==> src/rtl/lsu_pkg.sv <==
// lsu_pkg: shared constants for the load/store unit.
//   - RV32I funct3 width/sign codes (F3_*)
//   - FSM state encoding (S_*), 3 bits, legacy-compatible localparams
//   - f3_illegal(): rejects funct3 codes that have no meaning for the
//     given direction (load or store)
package lsu_pkg;

  localparam logic [2:0] F3_B  = 3'b000;
  localparam logic [2:0] F3_H  = 3'b001;
  localparam logic [2:0] F3_W  = 3'b010;
  localparam logic [2:0] F3_BU = 3'b100;
  localparam logic [2:0] F3_HU = 3'b101;

  localparam logic [2:0] S_IDLE   = 3'd0;
  localparam logic [2:0] S_LD     = 3'd1;
  localparam logic [2:0] S_ST     = 3'd2;
  localparam logic [2:0] S_RMW_RD = 3'd3;
  localparam logic [2:0] S_RMW_WR = 3'd4;
  localparam logic [2:0] S_RESP   = 3'd5;
  localparam logic [2:0] S_ERR    = 3'd6;

  // Unsigned variants exist only for loads; 011/110/111 never exist.
  function automatic logic f3_illegal(input logic write, input logic [2:0] f3);
    logic bad;
    case (f3)
      F3_B, F3_H, F3_W: bad = 1'b0;
      F3_BU, F3_HU:     bad = write;
      default:          bad = 1'b1;
    endcase
    return bad;
  endfunction

endpackage

==> src/rtl/lsu_align.sv <==
// lsu_align: purely combinational lane logic for the load/store unit.
//   word     in  32  word read from memory
//   wdata    in  32  right-aligned store data
//   addr_lo  in  2   byte offset within the word
//   funct3   in  3   width/sign code
//   load_val out 32  extracted and sign/zero-extended load result
//   merged   out 32  word with the store lane(s) replaced by wdata
// Halfword lane is chosen by addr_lo[1] only; addr_lo[0] plays no part.
module lsu_align
  import lsu_pkg::*;
(
  input  logic [31:0] word,
  input  logic [31:0] wdata,
  input  logic [1:0]  addr_lo,
  input  logic [2:0]  funct3,
  output logic [31:0] load_val,
  output logic [31:0] merged
);

  logic [7:0]  byte_sel;
  logic [15:0] half_sel;

  always_comb begin
    byte_sel = word[7:0];
    case (addr_lo)
      2'd0: byte_sel = word[7:0];
      2'd1: byte_sel = word[15:8];
      2'd2: byte_sel = word[23:16];
      2'd3: byte_sel = word[31:24];
      default: byte_sel = word[7:0];
    endcase
    half_sel = addr_lo[1] ? word[31:16] : word[15:0];
  end

  always_comb begin
    load_val = word;
    case (funct3)
      F3_B:    load_val = {{24{byte_sel[7]}}, byte_sel};
      F3_BU:   load_val = {24'd0, byte_sel};
      F3_H:    load_val = {{16{half_sel[15]}}, half_sel};
      F3_HU:   load_val = {16'd0, half_sel};
      default: load_val = word;
    endcase
  end

  always_comb begin
    merged = word;
    case (funct3)
      F3_B: begin
        case (addr_lo)
          2'd0: merged[7:0]   = wdata[7:0];
          2'd1: merged[15:8]  = wdata[7:0];
          2'd2: merged[23:16] = wdata[7:0];
          2'd3: merged[31:24] = wdata[7:0];
          default: merged = word;
        endcase
      end
      F3_H: begin
        if (addr_lo[1]) merged[31:16] = wdata[15:0];
        else            merged[15:0]  = wdata[15:0];
      end
      default: merged = wdata;
    endcase
  end

endmodule

==> src/rtl/load_store_unit.sv <==
// load_store_unit: memory-stage initiator for a word-addressed data memory.
// Loads are a single read; SW is a single write; SB/SH are read-modify-write
// because the memory only writes full words.
//
// Ports:
//   clk, reset (async, active-low)
//   req_valid/req_ready/req_write/req_funct3/req_addr/req_wdata : request
//   resp_valid/resp_rdata/resp_err                              : response
//   mem_addr/mem_din/mem_read/mem_write/mem_dout                : memory
//   dbg_state : current FSM state (lsu_pkg S_* encoding)
//
// Handshake: a request transfers on a rising edge where req_valid and
// req_ready are both high. req_ready is high only in IDLE, so req_valid is
// ignored while busy and requests need not be withdrawn. resp_valid is a
// single-cycle pulse with no back-pressure; resp_err qualifies it.
//
// Build option: define LSU_MISALIGN_CHECK_EN to reject misaligned
// halfword/word accesses; otherwise the low address bits are ignored.
module load_store_unit
  import lsu_pkg::*;
#(
  parameter int ADDR_W = 32,
  parameter int DATA_W = 32
) (
  input  logic              clk,
  input  logic              reset,
  input  logic              req_valid,
  output logic              req_ready,
  input  logic              req_write,
  input  logic [2:0]        req_funct3,
  input  logic [ADDR_W-1:0] req_addr,
  input  logic [DATA_W-1:0] req_wdata,
  output logic              resp_valid,
  output logic [DATA_W-1:0] resp_rdata,
  output logic              resp_err,
  output logic [ADDR_W-1:0] mem_addr,
  output logic [DATA_W-1:0] mem_din,
  output logic              mem_read,
  output logic              mem_write,
  input  logic [DATA_W-1:0] mem_dout,
  output logic [2:0]        dbg_state
);

  logic [2:0]        state;
  logic [ADDR_W-1:0] addr_q;
  logic [2:0]        f3_q;
  logic              write_q;
  logic [DATA_W-1:0] wdata_q;
  logic [DATA_W-1:0] rdata_q;
  logic [DATA_W-1:0] din_q;

  logic [31:0] load_val;
  logic [31:0] merged;
  logic        accept;
  logic        misalign;
  logic        reject;

  assign accept = req_valid && req_ready;

`ifdef LSU_MISALIGN_CHECK_EN
  // funct3[1:0]==01 covers both halfword codes (LH/SH and LHU).
  assign misalign = ((req_funct3[1:0] == 2'b01) && req_addr[0]) ||
                    ((req_funct3 == F3_W) && (req_addr[1:0] != 2'b00));
`else
  assign misalign = 1'b0;
`endif

  assign reject = f3_illegal(req_write, req_funct3) || misalign;

  // Memory read data is combinational, so the aligner works straight off
  // mem_dout; the result is registered in LD (load value) or RMW_RD (merged
  // word), which keeps the write cycle free of the memory read path.
  lsu_align u_align (
    .word     (mem_dout),
    .wdata    (wdata_q),
    .addr_lo  (addr_q[1:0]),
    .funct3   (f3_q),
    .load_val (load_val),
    .merged   (merged)
  );

  always_ff @(posedge clk or negedge reset) begin
    if (!reset) begin
      state   <= S_IDLE;
      addr_q  <= '0;
      f3_q    <= '0;
      write_q <= 1'b0;
      wdata_q <= '0;
      rdata_q <= '0;
      din_q   <= '0;
    end else begin
      case (state)
        S_IDLE: begin
          if (accept) begin
            addr_q  <= req_addr;
            f3_q    <= req_funct3;
            write_q <= req_write;
            wdata_q <= req_wdata;
            if (reject)                 state <= S_ERR;
            else if (!req_write)        state <= S_LD;
            else if (req_funct3 == F3_W) state <= S_ST;
            else                        state <= S_RMW_RD;
          end
        end
        S_LD: begin
          rdata_q <= load_val;
          state   <= S_RESP;
        end
        S_ST:     state <= S_RESP;
        S_RMW_RD: begin
          din_q <= merged;
          state <= S_RMW_WR;
        end
        S_RMW_WR: state <= S_RESP;
        S_RESP:   state <= S_IDLE;
        S_ERR:    state <= S_IDLE;
        default:  state <= S_IDLE;
      endcase
    end
  end

  // Moore outputs decoded from state only.
  assign req_ready  = (state == S_IDLE);
  assign mem_read   = (state == S_LD) || (state == S_RMW_RD);
  assign mem_write  = (state == S_ST) || (state == S_RMW_WR);
  assign resp_valid = (state == S_RESP) || (state == S_ERR);
  assign resp_err   = (state == S_ERR);
  assign resp_rdata = ((state == S_RESP) && !write_q) ? rdata_q : '0;
  assign mem_addr   = {addr_q[ADDR_W-1:2], 2'b00};
  assign mem_din    = (state == S_ST)     ? wdata_q :
                      (state == S_RMW_WR) ? din_q   : '0;
  assign dbg_state  = state;

endmodule

==> config.mk <==
export PLATFORM = sky130hd
export DESIGN_NAME = load_store_unit
export DESIGN_NICKNAME = d
export VERILOG_FILES = /design/src/rtl/lsu_pkg.sv /design/src/rtl/lsu_align.sv /design/src/rtl/load_store_unit.sv
export SDC_FILE = /design/constraint.sdc
export NUM_CORES = 1
export LEC_CHECK = 0
export CAP_MARGIN = 20
export CORE_AREA = 2 2 175 177
export CTS_CLUSTER_DIAMETER = 100
export DETAILED_ROUTE_END_ITERATION = 10
export DIE_AREA = 0 0 177 179
export PLACE_DENSITY_LB_ADDON = 0.12
export SKIP_LAST_GASP = 1
export SLEW_MARGIN = 10
export SYNTH_ARGS = -nofsm -noshare
export SYNTH_HDL_FRONTEND = slang
export SYNTH_SLANG_ARGS = --single-unit
==> constraint.sdc <==
create_clock -name clk -period 1.9 [get_ports clk]
set_clock_uncertainty 0.2 [all_clocks]
set_input_delay 0.475 -clock clk [delete_from_list [all_inputs] [get_ports clk]]
set_output_delay 0.475 -clock clk [all_outputs]
set_load 0.005 [all_outputs]
# After elaboration in Yosys (flattened, before gate mapping)
# Cells that the tools add are included.
[totals]
regBits = 135
output_inout_bits = 104
word_cells = 57
[op_classes]
eq_ne = 17
n_mux = 19
reduce_logical = 14
[ops]
columns = ["cell", "n"]
rows = [
  ["one-hot mux 32 bit (4 select lines)", 1],
  ["2-to-1 mux 32 bit", 3],
  ["one-hot mux 32 bit (2 select lines)", 1],
  ["2-to-1 mux 16 bit", 3],
  ["2-to-1 mux 8 bit", 4],
  ["one-hot mux 8 bit (4 select lines)", 1],
  ["== test 3 bit (second input constant)", 7],
  ["== test 3 x 1 -> 1 bit (second input constant)", 3],
  ["== test 3 x 2 -> 1 bit (second input constant)", 3],
  ["zero test 3 bit", 3],
  ["one-hot mux 3 bit (3 select lines)", 1],
  ["2-to-1 mux 3 bit", 2],
  ["OR reduction 3 bit", 2],
  ["== test 2 bit (second input constant)", 2],
  ["logical OR 1 bit", 3],
  ["== test 2 x 1 -> 1 bit (second input constant)", 1],
  ["logical AND 1 bit", 2],
  ["zero test 2 bit", 1],
  ["2-to-1 mux 2 bit", 1],
  ["!= test 2 x 1 -> 1 bit (second input constant)", 1],
  ["one-hot mux 1 bit (2 select lines)", 1],
  ["AND reduction 2 bit", 1],
  ["OR reduction 2 bit", 1],
  ["zero test 1 bit", 1],
  ["2-to-1 mux 1 bit", 1],
]

# Longest topological paths before layout
[logic_depth]
word_depth = 6
ltp_mapped = 8
mapped_depth_nobuf = 4

# Modules after synthesis
# Synthesis repeated with hierarchy kept, for this count alone.
[hier_totals]
hier_cells = 613
area_unflattened_um2 = 7241.9
[by_module_without_submodules]
columns = ["module", "instances", "cells_each", "area_each_um2"]
rows = [
  ["load_store_unit", 1, 414, 5909.4],
  ["lsu_align", 1, 199, 1332.5],
]

# Least setup slack after synthesis
# Ideal clock, no wire load.
[synth_timing]
path_kind = "register to output"
startpoint = "register state[1] (netlist: dbg_state[1])"
endpoint = "output mem_din[10]"
arrival_ps = 1395
setup_slack_ps = -170
path_stages_with_launch = 5
cell_sequence = "dfrtp_1 buf_2 nor3b_2 clkbuf_1 a22o_1"
[synth_between]
elab_chain_cells = 3
elab_cells_between_ends = 4
[synth_rtl]
columns = ["element", "line", "text"]
rows = [
  ["start, declared", "load_store_unit.sv:44", "logic [2:0] state;"],
  ["start signal, assigned", "load_store_unit.sv:84", "state <= S_IDLE;"],
  ["start signal, assigned", "load_store_unit.sv:99", "if (reject) state <= S_ERR;"],
  ["start signal, assigned", "load_store_unit.sv:100", "else if (!req_write) state <= S_LD;"],
  ["== test 3 bit", "load_store_unit.sv:131", "(state == S_RMW_WR) ? din_q : '0;"],
  ["2-to-1 mux 32 bit", "load_store_unit.sv:131", ""],
  ["2-to-1 mux 32 bit (*)", "load_store_unit.sv:130", "assign mem_din = (state == S_ST) ? wdata_q :"],
  ["end, declared", "load_store_unit.sv:37", "output logic [DATA_W-1:0] mem_din,"],
]
# Every way passes the cells marked *; elsewhere a longest branch is shown, timed or not.

# Worst setup path after layout
[layout_timing]
startpoint = "register state[2] (netlist: dbg_state[2])"
endpoint = "output mem_din[10]"
# Same word-level chain as after synthesis.

==> reports/metrics.yaml <==
route:
  drcViolationCount: 0
  antenna_left: 0
  vias: 6366
  routed_via_density: 4.58
  dr.pass1.iters: 4
  wl_per_cell_um: 21.1
  wirelength_um: 29300
  drt_iter0_drc: 311
cells_and_area:
  antenna_cells: 0
  area_growth_pct: 66.5
  num-fill-cells: 2985
  nets: 1083
  drive_gt1_share_pct: 42.7
  finalInstanceArea_mm2: 0.0122
sta:
  rsz0062_at_grt: "yes"
  hold_violations: 0
  max_slew_margin_pct: 57.8
  holdWs_ps: 287
  max_freq_ghz: 0.388
  worst_pin_slew_ps: 631
  fin_ws_ps: -679
  fin_crit_ps: 2580
  final_max_slew_viol_count: 0
  finalSetupViolations: 202
  setup_tns_ps: -75140
  min_period_over_period_pct: 136
yosys:
  synth_top_area_cell: "dfrtp_1"
  yosysWarningCount: 0
  yosysSeqAreaShare_pct: 46.2
  syn_area_per_cell_um2: 11.0
  synth_enable_flop_cells: 0
  ys_ff_latch: 135
  synth_common_cells: "135 x dfrtp_1, 49 x nand2_1, 47 x mux2_2"
  netlist.area_leader.share_pct: 46.2
  ys.flop_type: "dfrtp_1"
  synth.area.top_cells: "dfrtp_1 46%, mux2_2 7.2%, mux2_4 5.7%, buf_4 4.2%, a22o_1 3.8%"
  yosys.cell_types.count: 60
  synth-async-reset-ratio_pct: 100
  syn-cell-area_mm2: 0.00732
  syn-instance-count: 664
  synth.most_common_cell: "dfrtp_1"
hold_path:
  min_to: "din_q[6]$_DFFE_PN0P_"
  min_path_type: "flip-flop to flip-flop"
  hold_start: "din_q[6]$_DFFE_PN0P_"
  holdPathStages: 2
global_route:
  antenna_found_initial: 1
  grt_pass1_wl_um: 42400
  grt_max_degree: 41
  track_usage_pct: 18.4
  overflow: 0
  grt_pass1_vias: 6586
critical_path:
  end_kind: "output pin"
  reg2regPathDepth: 10
  rr_startpoint: "dbg_state[0]$_DFFE_PN0P_"
  rrSetupSlack_ps: -460
  cp.arrival_ps: 1900
  path_class: "flip-flop to output pin"
  r2r_end: "addr_q[0]$_DFFE_PN0P_"
  cp_data_required_time_ps: 1220
  cp-start-kind: "flip-flop"
  crit_fanout: 4
placement:
  dpl_worst_slack_ps: -510
  gp_congestion: 0.768
  place_area_mm2: 0.0103
  hpwl_um: 19800
  port-buffer-count: 204
die:
  row_count: 64
  design.die.area_mm2: 0.0317
  start_util_pct: 24.4
  die_h_um: 179
  die_w_um: 177
  core_mm2: 0.0300
  io_pins: 207
outcome:
  violations: "negative setup slack"
  outcome: "finished, violations left"
clock_network:
  clkLatencyLatePin_ps: 430
  h-tree-depth: 4
  cts_tree: "done"
  ctsRootBufferMaster: "clkbuf_16"
  cts_buffers: 17
  cts.path.max_buffers: 2
  clock_sinks: 135
  clk_pin_slew_ps: 60
run:
  drv_cap: 0
power:
  leakage_nw: 5.56
  power_density_mw_per_mm2: 1650
  ir_worst_vdd_uv: 720
[registers in the layout (all words and copies together) (netlist names)]
signal / cells
addr_q: 32
dbg_state: 3
din_q: 32
f3_q: 3
rdata_q: 32
wdata_q: 32
write_q: 1
[timing repair]
item,4_1_cts,5_1_grt
hold buffers,1,0
buffers inserted,51,17
pin swaps,38,45
endpoints found under the hold margin,33,0
gates resized for setup,388,124
endpoints found under the setup margin,220,204
gates cloned,14,3
[worst max-delay path by stage]
stage	startpoint	endpoint	cells after the start
final	dbg_state[2]$_DFFE_PN0P_	mem_din[10]	7
after global routing	dbg_state[2]$_DFFE_PN0P_	mem_din[10]	7
after CTS	dbg_state[1]$_DFFE_PN0P_	resp_rdata[10]	7
after detailed placement	dbg_state[1]$_DFFE_PN0P_	resp_rdata[22]	5
after global placement	dbg_state[1]$_DFFE_PN0P_	resp_rdata[22]	5
after floorplan	dbg_state[2]$_DFFE_PN0P_	addr_q[22]$_DFFE_PN0P_	7
[power by group]
part / internal (mW) / switching [mW] / leakage [nW]
Sequential: 4.34 / 1.01 / 1.57
Combinational: 6.11 / 4.61 / 3.65
Clock: 2.65 / 1.38 / 0.339
[per-stage QoR]
| step | std cells | total power [mW] | util, % |
|---|---|---|---|
| after floorplan | 665 | 10.4 | - |
| after global placement | 1288 | 14.6 | 34.2 |
| after detailed placement | 1288 | 14.5 | 34.2 |
| after CTS | 1384 | 19.9 | 40.0 |
| after global routing | 1389 | 21.3 | 40.6 |
| final | 1389 | 20.1 | 40.6 |
[metal layers]
| metal | GRT usage [%] | wire [um] | share of wire, % | vias up |
|---|---|---|---|---|
| met2 | 28.6 | 13700 | 47 | 166 |
| li1 | - | - | - | 3017 |
| met5 | 0 | 11 | 0.038 | - |
| met4 | 5.44 | 516 | 1.8 | 2 |
| met3 | 3.69 | 1490 | 5.1 | 26 |
| met1 | 25.8 | 13600 | 46 | 3155 |
[cell usage in the layout (no fill, tap or decap), drive strengths merged, types with 2 or more instances in the layout]
cell type	instances
inv	3
nand3b	8
a21o	7
buf	238
a21oi	40
mux2	75
mux2i	24
o21a	3
nor4b	2
nand2	49
clkbuf	27
nand2b	2
o22a	7
dfrtp	135
bufinv	6
o21ai	31
and3b	2
nand3	32
conb	2
a211oi	8
nor2	27
a22o	32
nor3	9
a221oi	8
nor3b	3
dlygate4sd2	30
o31ai	7
clkdlybuf4s50	101
clkdlybuf4s15	3
and2	35
and3	8
clkinvlp	2
or2	2
a22oi	7
nor4	2
[cell type report]
type,instances,area (um^2),area share [%]
timing repair buffer,379,3930,32.3
multi-input combinational,445,3660,30.0
sequential,135,3380,27.7
tap,396,495,4.07
clock buffer,22,494,4.06
clock inverter,10,213,1.75
inverter,2,7.51,0.0616
[critical path: stages (launching register included)]
cell,delay [ps]
dfrtp_2,440
buf_12,140
nor3b_4,240
buf_6,170
buf_16,130
buf_12,110
a22o_1,130
buf_2,110
[cells by family (layout without fill, tap and decap cells)]
| group | Yosys count | in the layout | synth area share [%] |
|---|---|---|---|
| and+or+nand+nor | 185 | 185 | 14.1 |
| AOI/OAI and AO/OA | 158 | 158 | 15.2 |
| other | 1 | 2 | 0.0512 |
| DFF | 135 | 135 | 46.2 |
| muxes | 99 | 99 | 16.3 |
| xor gates and xnor gates | 1 | 1 | 0.120 |
| buffers and inverters | 85 | 413 | 8.00 |
(Power assumes the default switching activity.)
